===== config.mk =====
export PLATFORM = sky130hd
export DESIGN_NAME = adder_pipe
export DESIGN_NICKNAME = d
export VERILOG_FILES = /design/src/rtl/adder_pipe_pkg.sv /design/src/rtl/adder_slice.sv /design/src/rtl/complete_adder.sv /design/src/rtl/adder_pipe.sv
export SDC_FILE = /design/constraint.sdc
export NUM_CORES = 1
export LEC_CHECK = 0
export ABC_CLOCK_PERIOD_IN_PS = 3650
export BUFFER_PORTS_ARGS = -buffer_cell sky130_fd_sc_hd__buf_2
export CORE_ASPECT_RATIO = 0.75
export CORE_MARGIN = 3
export CORE_UTILIZATION = 41
export CTS_BUF_LIST = sky130_fd_sc_hd__clkbuf_8
export DETAILED_ROUTE_END_ITERATION = 8
export SYNTH_ARGS = -nofsm -noshare
export SYNTH_HDL_FRONTEND = slang
export SYNTH_SLANG_ARGS = --single-unit

===== constraint.sdc =====
create_clock -name clk -period 3.65 [get_ports clk]
set_input_delay 0.1825 -clock clk [delete_from_list [all_inputs] [get_ports clk]]
set_output_delay 0.1825 -clock clk [all_outputs]
set_load 0.03 [all_outputs]

===== src/rtl/adder_pipe_pkg.sv =====
// Shared defaults and configuration check for the pipelined adder/subtractor.
package adder_pipe_pkg;

  localparam int DEFAULT_WIDTH  = 16;
  localparam int DEFAULT_STAGES = 4;

  // Legal when every stage gets an equal, non-empty slice of the operands.
  function automatic bit slice_ok(input int width, input int stages);
    return (stages >= 1) && (stages <= width) && ((width % stages) == 0);
  endfunction

endpackage


===== src/rtl/adder_slice.sv =====
// Combinational ripple of SLICE full adders; one of these per pipeline stage.
module adder_slice
  import adder_pipe_pkg::*;
#(
  parameter int SLICE = DEFAULT_WIDTH / DEFAULT_STAGES
) (
  output logic [SLICE-1:0] s,
  output logic             c_out,
  input  logic             c_in,
  input  logic [SLICE-1:0] x,
  input  logic [SLICE-1:0] y
);

  // Carries live in per-bit generate scopes so the chain is not one self-feeding vector.
  for (genvar i = 0; i < SLICE; i++) begin : g_fa
    logic ci, co;
    if (i == 0) begin : g_first
      assign ci = c_in;
    end else begin : g_next
      assign ci = g_fa[i-1].co;
    end
    complete_adder u_fa (
      .s    (s[i]),
      .c_out(co),
      .c_in (ci),
      .x    (x[i]),
      .y    (y[i])
    );
  end

  assign c_out = g_fa[SLICE-1].co;

endmodule


===== src/rtl/complete_adder.sv =====
// One-bit full adder, the building block of each pipeline slice.
module complete_adder (
  output logic s,
  output logic c_out,
  input  logic c_in,
  input  logic x,
  input  logic y
);

  assign s     = x ^ y ^ c_in;
  assign c_out = (x & y) | (c_in & (x ^ y));

endmodule


===== src/rtl/adder_pipe.sv =====
// Pipelined WIDTH-bit adder/subtractor: one slice rippled per stage, valid/ready on
// both sides with a combinational, bubble-free ready chain.
module adder_pipe
  import adder_pipe_pkg::*;
#(
  parameter int WIDTH  = DEFAULT_WIDTH,
  parameter int STAGES = DEFAULT_STAGES
) (
  input  logic             clk,
  input  logic             rst_n,
  input  logic             in_valid,
  output logic             in_ready,
  input  logic [WIDTH-1:0] x,
  input  logic [WIDTH-1:0] y,
  input  logic             c_in,
  input  logic             sub,
  output logic             out_valid,
  input  logic             out_ready,
  output logic [WIDTH-1:0] s,
  output logic             c_out,
  output logic             ovf
);

  localparam int SLICE = WIDTH / STAGES;

  if (!slice_ok(WIDTH, STAGES)) begin : g_bad_cfg
    $error("adder_pipe: WIDTH must be a non-zero multiple of STAGES");
  end

  logic [STAGES-1:0] vld, vld_nxt, adv, load;
  logic [STAGES:0]   vld_in;

  // vld_in[k] is the valid bit arriving at stage k (stage 0 sees in_valid).
  assign vld_in = {vld, in_valid};

  // A stage advances if any stage downstream of it has a hole, or the consumer drains.
  always_comb begin
    adv     = '0;
    load    = '0;
    vld_nxt = vld;
    for (int k = 0; k < STAGES; k++) begin
      adv[k] = out_ready;
      for (int j = k + 1; j < STAGES; j++)
        if (!vld[j]) adv[k] = 1'b1;
      load[k] = !vld[k] || adv[k];
      if (load[k]) vld_nxt[k] = vld_in[k];
    end
  end

  always_ff @(posedge clk or negedge rst_n) begin
    if (!rst_n) vld <= '0;
    else        vld <= vld_nxt;
  end

  assign in_ready  = load[0];
  assign out_valid = vld[STAGES-1];

  for (genvar k = 0; k < STAGES; k++) begin : g_stage
    localparam int LO = k * SLICE;                // sum bits already produced upstream
    localparam int UP = WIDTH - (k + 1) * SLICE;  // operand bits still pending after this stage

    logic [WIDTH-LO-1:0] xi, yi;
    logic                ci;
    logic [LO+SLICE-1:0] sn, sr;
    logic [SLICE-1:0]    slice_s;
    logic                slice_c, cr;

    if (k == 0) begin : g_in
      // Zero idle operands so nothing undefined ever enters the datapath.
      assign xi = in_valid ? x : '0;
      assign yi = in_valid ? (y ^ {WIDTH{sub}}) : '0;
      assign ci = in_valid & (c_in ^ sub);
      assign sn = slice_s;
    end else begin : g_link
      assign xi = g_stage[k-1].g_up.xr;
      assign yi = g_stage[k-1].g_up.yr;
      assign ci = g_stage[k-1].cr;
      assign sn = {slice_s, g_stage[k-1].sr};
    end

    adder_slice #(.SLICE(SLICE)) u_slice (
      .s    (slice_s),
      .c_out(slice_c),
      .c_in (ci),
      .x    (xi[SLICE-1:0]),
      .y    (yi[SLICE-1:0])
    );

    always_ff @(posedge clk or negedge rst_n) begin
      if (!rst_n) begin
        sr <= '0;
        cr <= 1'b0;
      end else if (load[k]) begin
        sr <= sn;
        cr <= slice_c;
      end
    end

    if (UP > 0) begin : g_up
      logic [UP-1:0] xr, yr;
      always_ff @(posedge clk or negedge rst_n) begin
        if (!rst_n) begin
          xr <= '0;
          yr <= '0;
        end else if (load[k]) begin
          xr <= xi[WIDTH-LO-1:SLICE];
          yr <= yi[WIDTH-LO-1:SLICE];
        end
      end
    end else begin : g_out
      // Last stage holds the operand MSBs, so overflow is resolved here and registered.
      logic ovf_n, ovf_r;
      assign ovf_n = (xi[SLICE-1] == yi[SLICE-1]) && (slice_s[SLICE-1] != xi[SLICE-1]);
      always_ff @(posedge clk or negedge rst_n) begin
        if (!rst_n)       ovf_r <= 1'b0;
        else if (load[k]) ovf_r <= ovf_n;
      end
    end
  end

  assign s     = g_stage[STAGES-1].sr;
  assign c_out = g_stage[STAGES-1].cr;
  assign ovf   = g_stage[STAGES-1].g_out.ovf_r;

endmodule


==> impl_results.md <==
- Min-Delay Path Class: input pin to flip-flop
- Register area: between 2000 and 2500 sq um
- CTS tree: yes
- Die Area: around 12000 sq um
- Final setup violation count: 0
- Vias: approximately 2700
- Max IR drop VDD: approximately 180 uV
- First-pass GRT wire length: approximately 14000 um
- Fillers: 933
- Clock skew: 6.31 ps
- Post-cts resize count: 0
- Tot Pwr: approximately 2.8 mW
- Syn Std Cell Area: between 4000 and 5000 sq um
- Post-Route WL: a little under 8000 um
- # port buffers: 57
- Top Metal Used: met4
- Clock Sinks: 97
- Post-Syn Nets: approximately 450
- Critical Path RT: approximately 3900 ps
- Fin. max-slew vios: 0
- Met2 Wirelength: 3020 um
- Clock-pin transition on the worst setup and hold timing paths: 90 ps
- Final Cycle Share: about two thirds
- Crit path time final: around 2400 ps
- CP Class: flip-flop to flip-flop
- Arr. time, crit path: 2710 ps
- Crit-path max FO: 2
- Largest net degree at the start of global routing: 71
- Grt ovf: 0
- Syn Inst Count: between 300 and 400
- Final Hold Viols: 0
- DRT met1 WL: 4190 um
- Placer's final routability congestion estimate: around 0.75
- Share of cells above drive strength 1: 24.4%
- Synth warnings: 0
- Fmax: 409 MHz
- Slew HR: between 20% and 30%
- Setup TNS: 0 ps
- Clock root cell: clkbuf_8
- Worst slack, placed: 892 ps
- Startpoint types: flip-flop
- Synthesized flop and latch total: 97
- GRT Total Usage: ~14%
- Register area share after synthesis: a little under three fifths
- Initial antenna violation count: 0
- Worst-Margin Slew: about 1200 ps
- Status: completed
- Core area: about 10000 sq um
- Vias in the first global route: about 2700
- Leakage: about 2.3 nW
- Clk buf depth: 2
- Initial Utilization: a little over two fifths
- Die width: approximately 120 um
- Die H: approximately 95 um
- Routed WL per cell: between 10 and 15 um
- MaxCap Viol Count: 0
- Drt first pass iters: 4
- Routed wl met3: 401 um
- DP Wirelength: about 5300 um
- DRC viols: 0
- NumNets Final: just under 500
- Rows: 31
- ANT cells: 0
- H-tree levels: 3
- Area Overhead vs Synth: 12.5%
- RSZ-0062 raised after global routing: no
- Synth Area per Inst: roughly 11 sq um
- Ports: between 50 and 60
- Cts bufs inserted: 9
- PwrDens: about 600 nW/um^2
- Antenna Nets Post-Route: 0
- Initial drt markers: 221
- Yosys cell types: 26
- Skew-Pair Late Insertion Delay: 350 ps
- Worst setup slack after layout: approximately 1200 ps
- Crit end category: flip-flop
- Via density: between 4 and 5
- Multi-input gate area: 1680 sq um
[worst max-delay path: stages (launching register included)]
cell and delay (ps):
dfrtp_1 410, fa_1 460, fa_1 430, inv_1 90, fa_1 200, fa_1 420
xor2_1 150, o31ai_1 200
[final cells by class]
type,instances,area share (%)
Multi-Input combinational cell,250,34.5
Sequential cell,97,49.9
Tap cell,132,3.40
Timing Repair Buffer,63,6.90
Clock buffer,10,2.83
Clock inverter,6,0.746
Inverter,21,1.67
[per-layer routing]
| metal | track usage [%] | vias to the layer above |
|---|---|---|
| met2 | 19.0 | 70 |
| met3 | 3.84 | 8 |
| li1 | - | 1359 |
| met1 | 22.0 | 1241 |
| met5 | 0 | - |
| met4 | 4.93 | 0 |
[synthesized netlist by cell type]
cell      count  area (sq um)
dfrtp_1      97          2430
nand2_1      92           345
o21ai_0      37           185
mux2_2       28           315
nand3_1      26           130
inv_1        20          75.1
xor2_1       18           158
clkbuf_1     16          60.1
fa_1         16           320
and2_1        8          50.1
a21oi_1       6          30.0
nor2_1        6          22.5
buf_2         4          20.0
buf_6         3          33.8
mux2_4        3          45.0
nand2b_1      3          18.8
buf_4         2          15.0
and4b_1       1          10.0
buf_1         1          3.75
ha_1          1          12.5
inv_4         1          6.26
nand3b_1      1          7.51
nand4b_1      1          8.76
nor2b_1       1          6.26
o31ai_1       1          7.51
or2_2         1          6.26
[state kept, by name (all words and copies together), names as in the netlist]
name / flops
c_out: 1
g_stage.g_up.yr: 24
g_stage.g_up.xr: 24
s: 16
g_stage.sr: 24
g_stage.cr: 3
vld: 4
ovf: 1
[power breakdown]
group	total [mW]	internal, mW	switching, mW
registers	1.47	1.33	0.140
clock network	0.610	0.262	0.348
logic	0.762	0.303	0.460
total	2.84	1.89	0.948
[layout by cell type, fill, tap and decap left out]
cell type       n
inv_4           1
ha_1            1
nand3b_1        1
dlygate4sd3_1   1
inv_1          22
o31ai_1         1
a21oi_1         6
and2_1          8
mux2_2         28
o21ai_0        37
nand2b_1        3
buf_2          56
nor2b_1         1
nand2_1        92
nand4b_1        1
clkinv_4        1
nand3_1        26
and4b_1         1
dfrtp_1        97
mux2_4          3
or2_2           1
nor2_1          6
xor2_1         18
clkbuf_8       10
clkinv_2        1
clkinvlp_4      2
buf_4           6
fa_1           16
[cell families (layout without fill, tap and decap cells)]
family	after synthesis	count (layout)	synth area share, %
compound gates	44	44	5.16
xor+xnor	18	18	3.65
fa+ha+maj	17	17	7.70
buf+inv	47	100	4.95
flops	97	97	56.2
mux	31	31	8.34
simple gates	140	140	14.0
[worst paths after layout]
kind | startpoint | endpoint | slack (ps) | depth (start not counted)
min in group asynchronous | rst_n | s[8] | 470 | 2
max reg2reg | g_stage[2].cr | ovf | 1200 | 7
max | g_stage[2].cr | ovf | 1200 | 7
max in group asynchronous | rst_n | g_stage[1].cr | 2280 | 3
min reg2reg | g_stage[1].g_up.xr[6] | g_stage[1].g_up.xr[6] | 480 | 2
min | x[14] | g_stage[0].g_up.xr[10] | 70 | 3
[through the flow]
stage / std cells / instance area, sq um / util (%) / hold WS, ps
final: 579 / 4860 / 48.8 / 70.9
after CTS: 579 / 4860 / 48.8 / 56.0
after floorplan: 394 / 4320 / - / -113
after global placement: 562 / 4680 / 46.9 / 349
after global routing: 579 / 4860 / 48.8 / 67.3
after detailed placement: 562 / 4680 / 46.9 / 354
[repair_timing]
item                      CTS  global route
buffers inserted            0             0
hold buffers                1             0
hold endpoints to repair   69             0
Power figures use the tool's default switching activity.
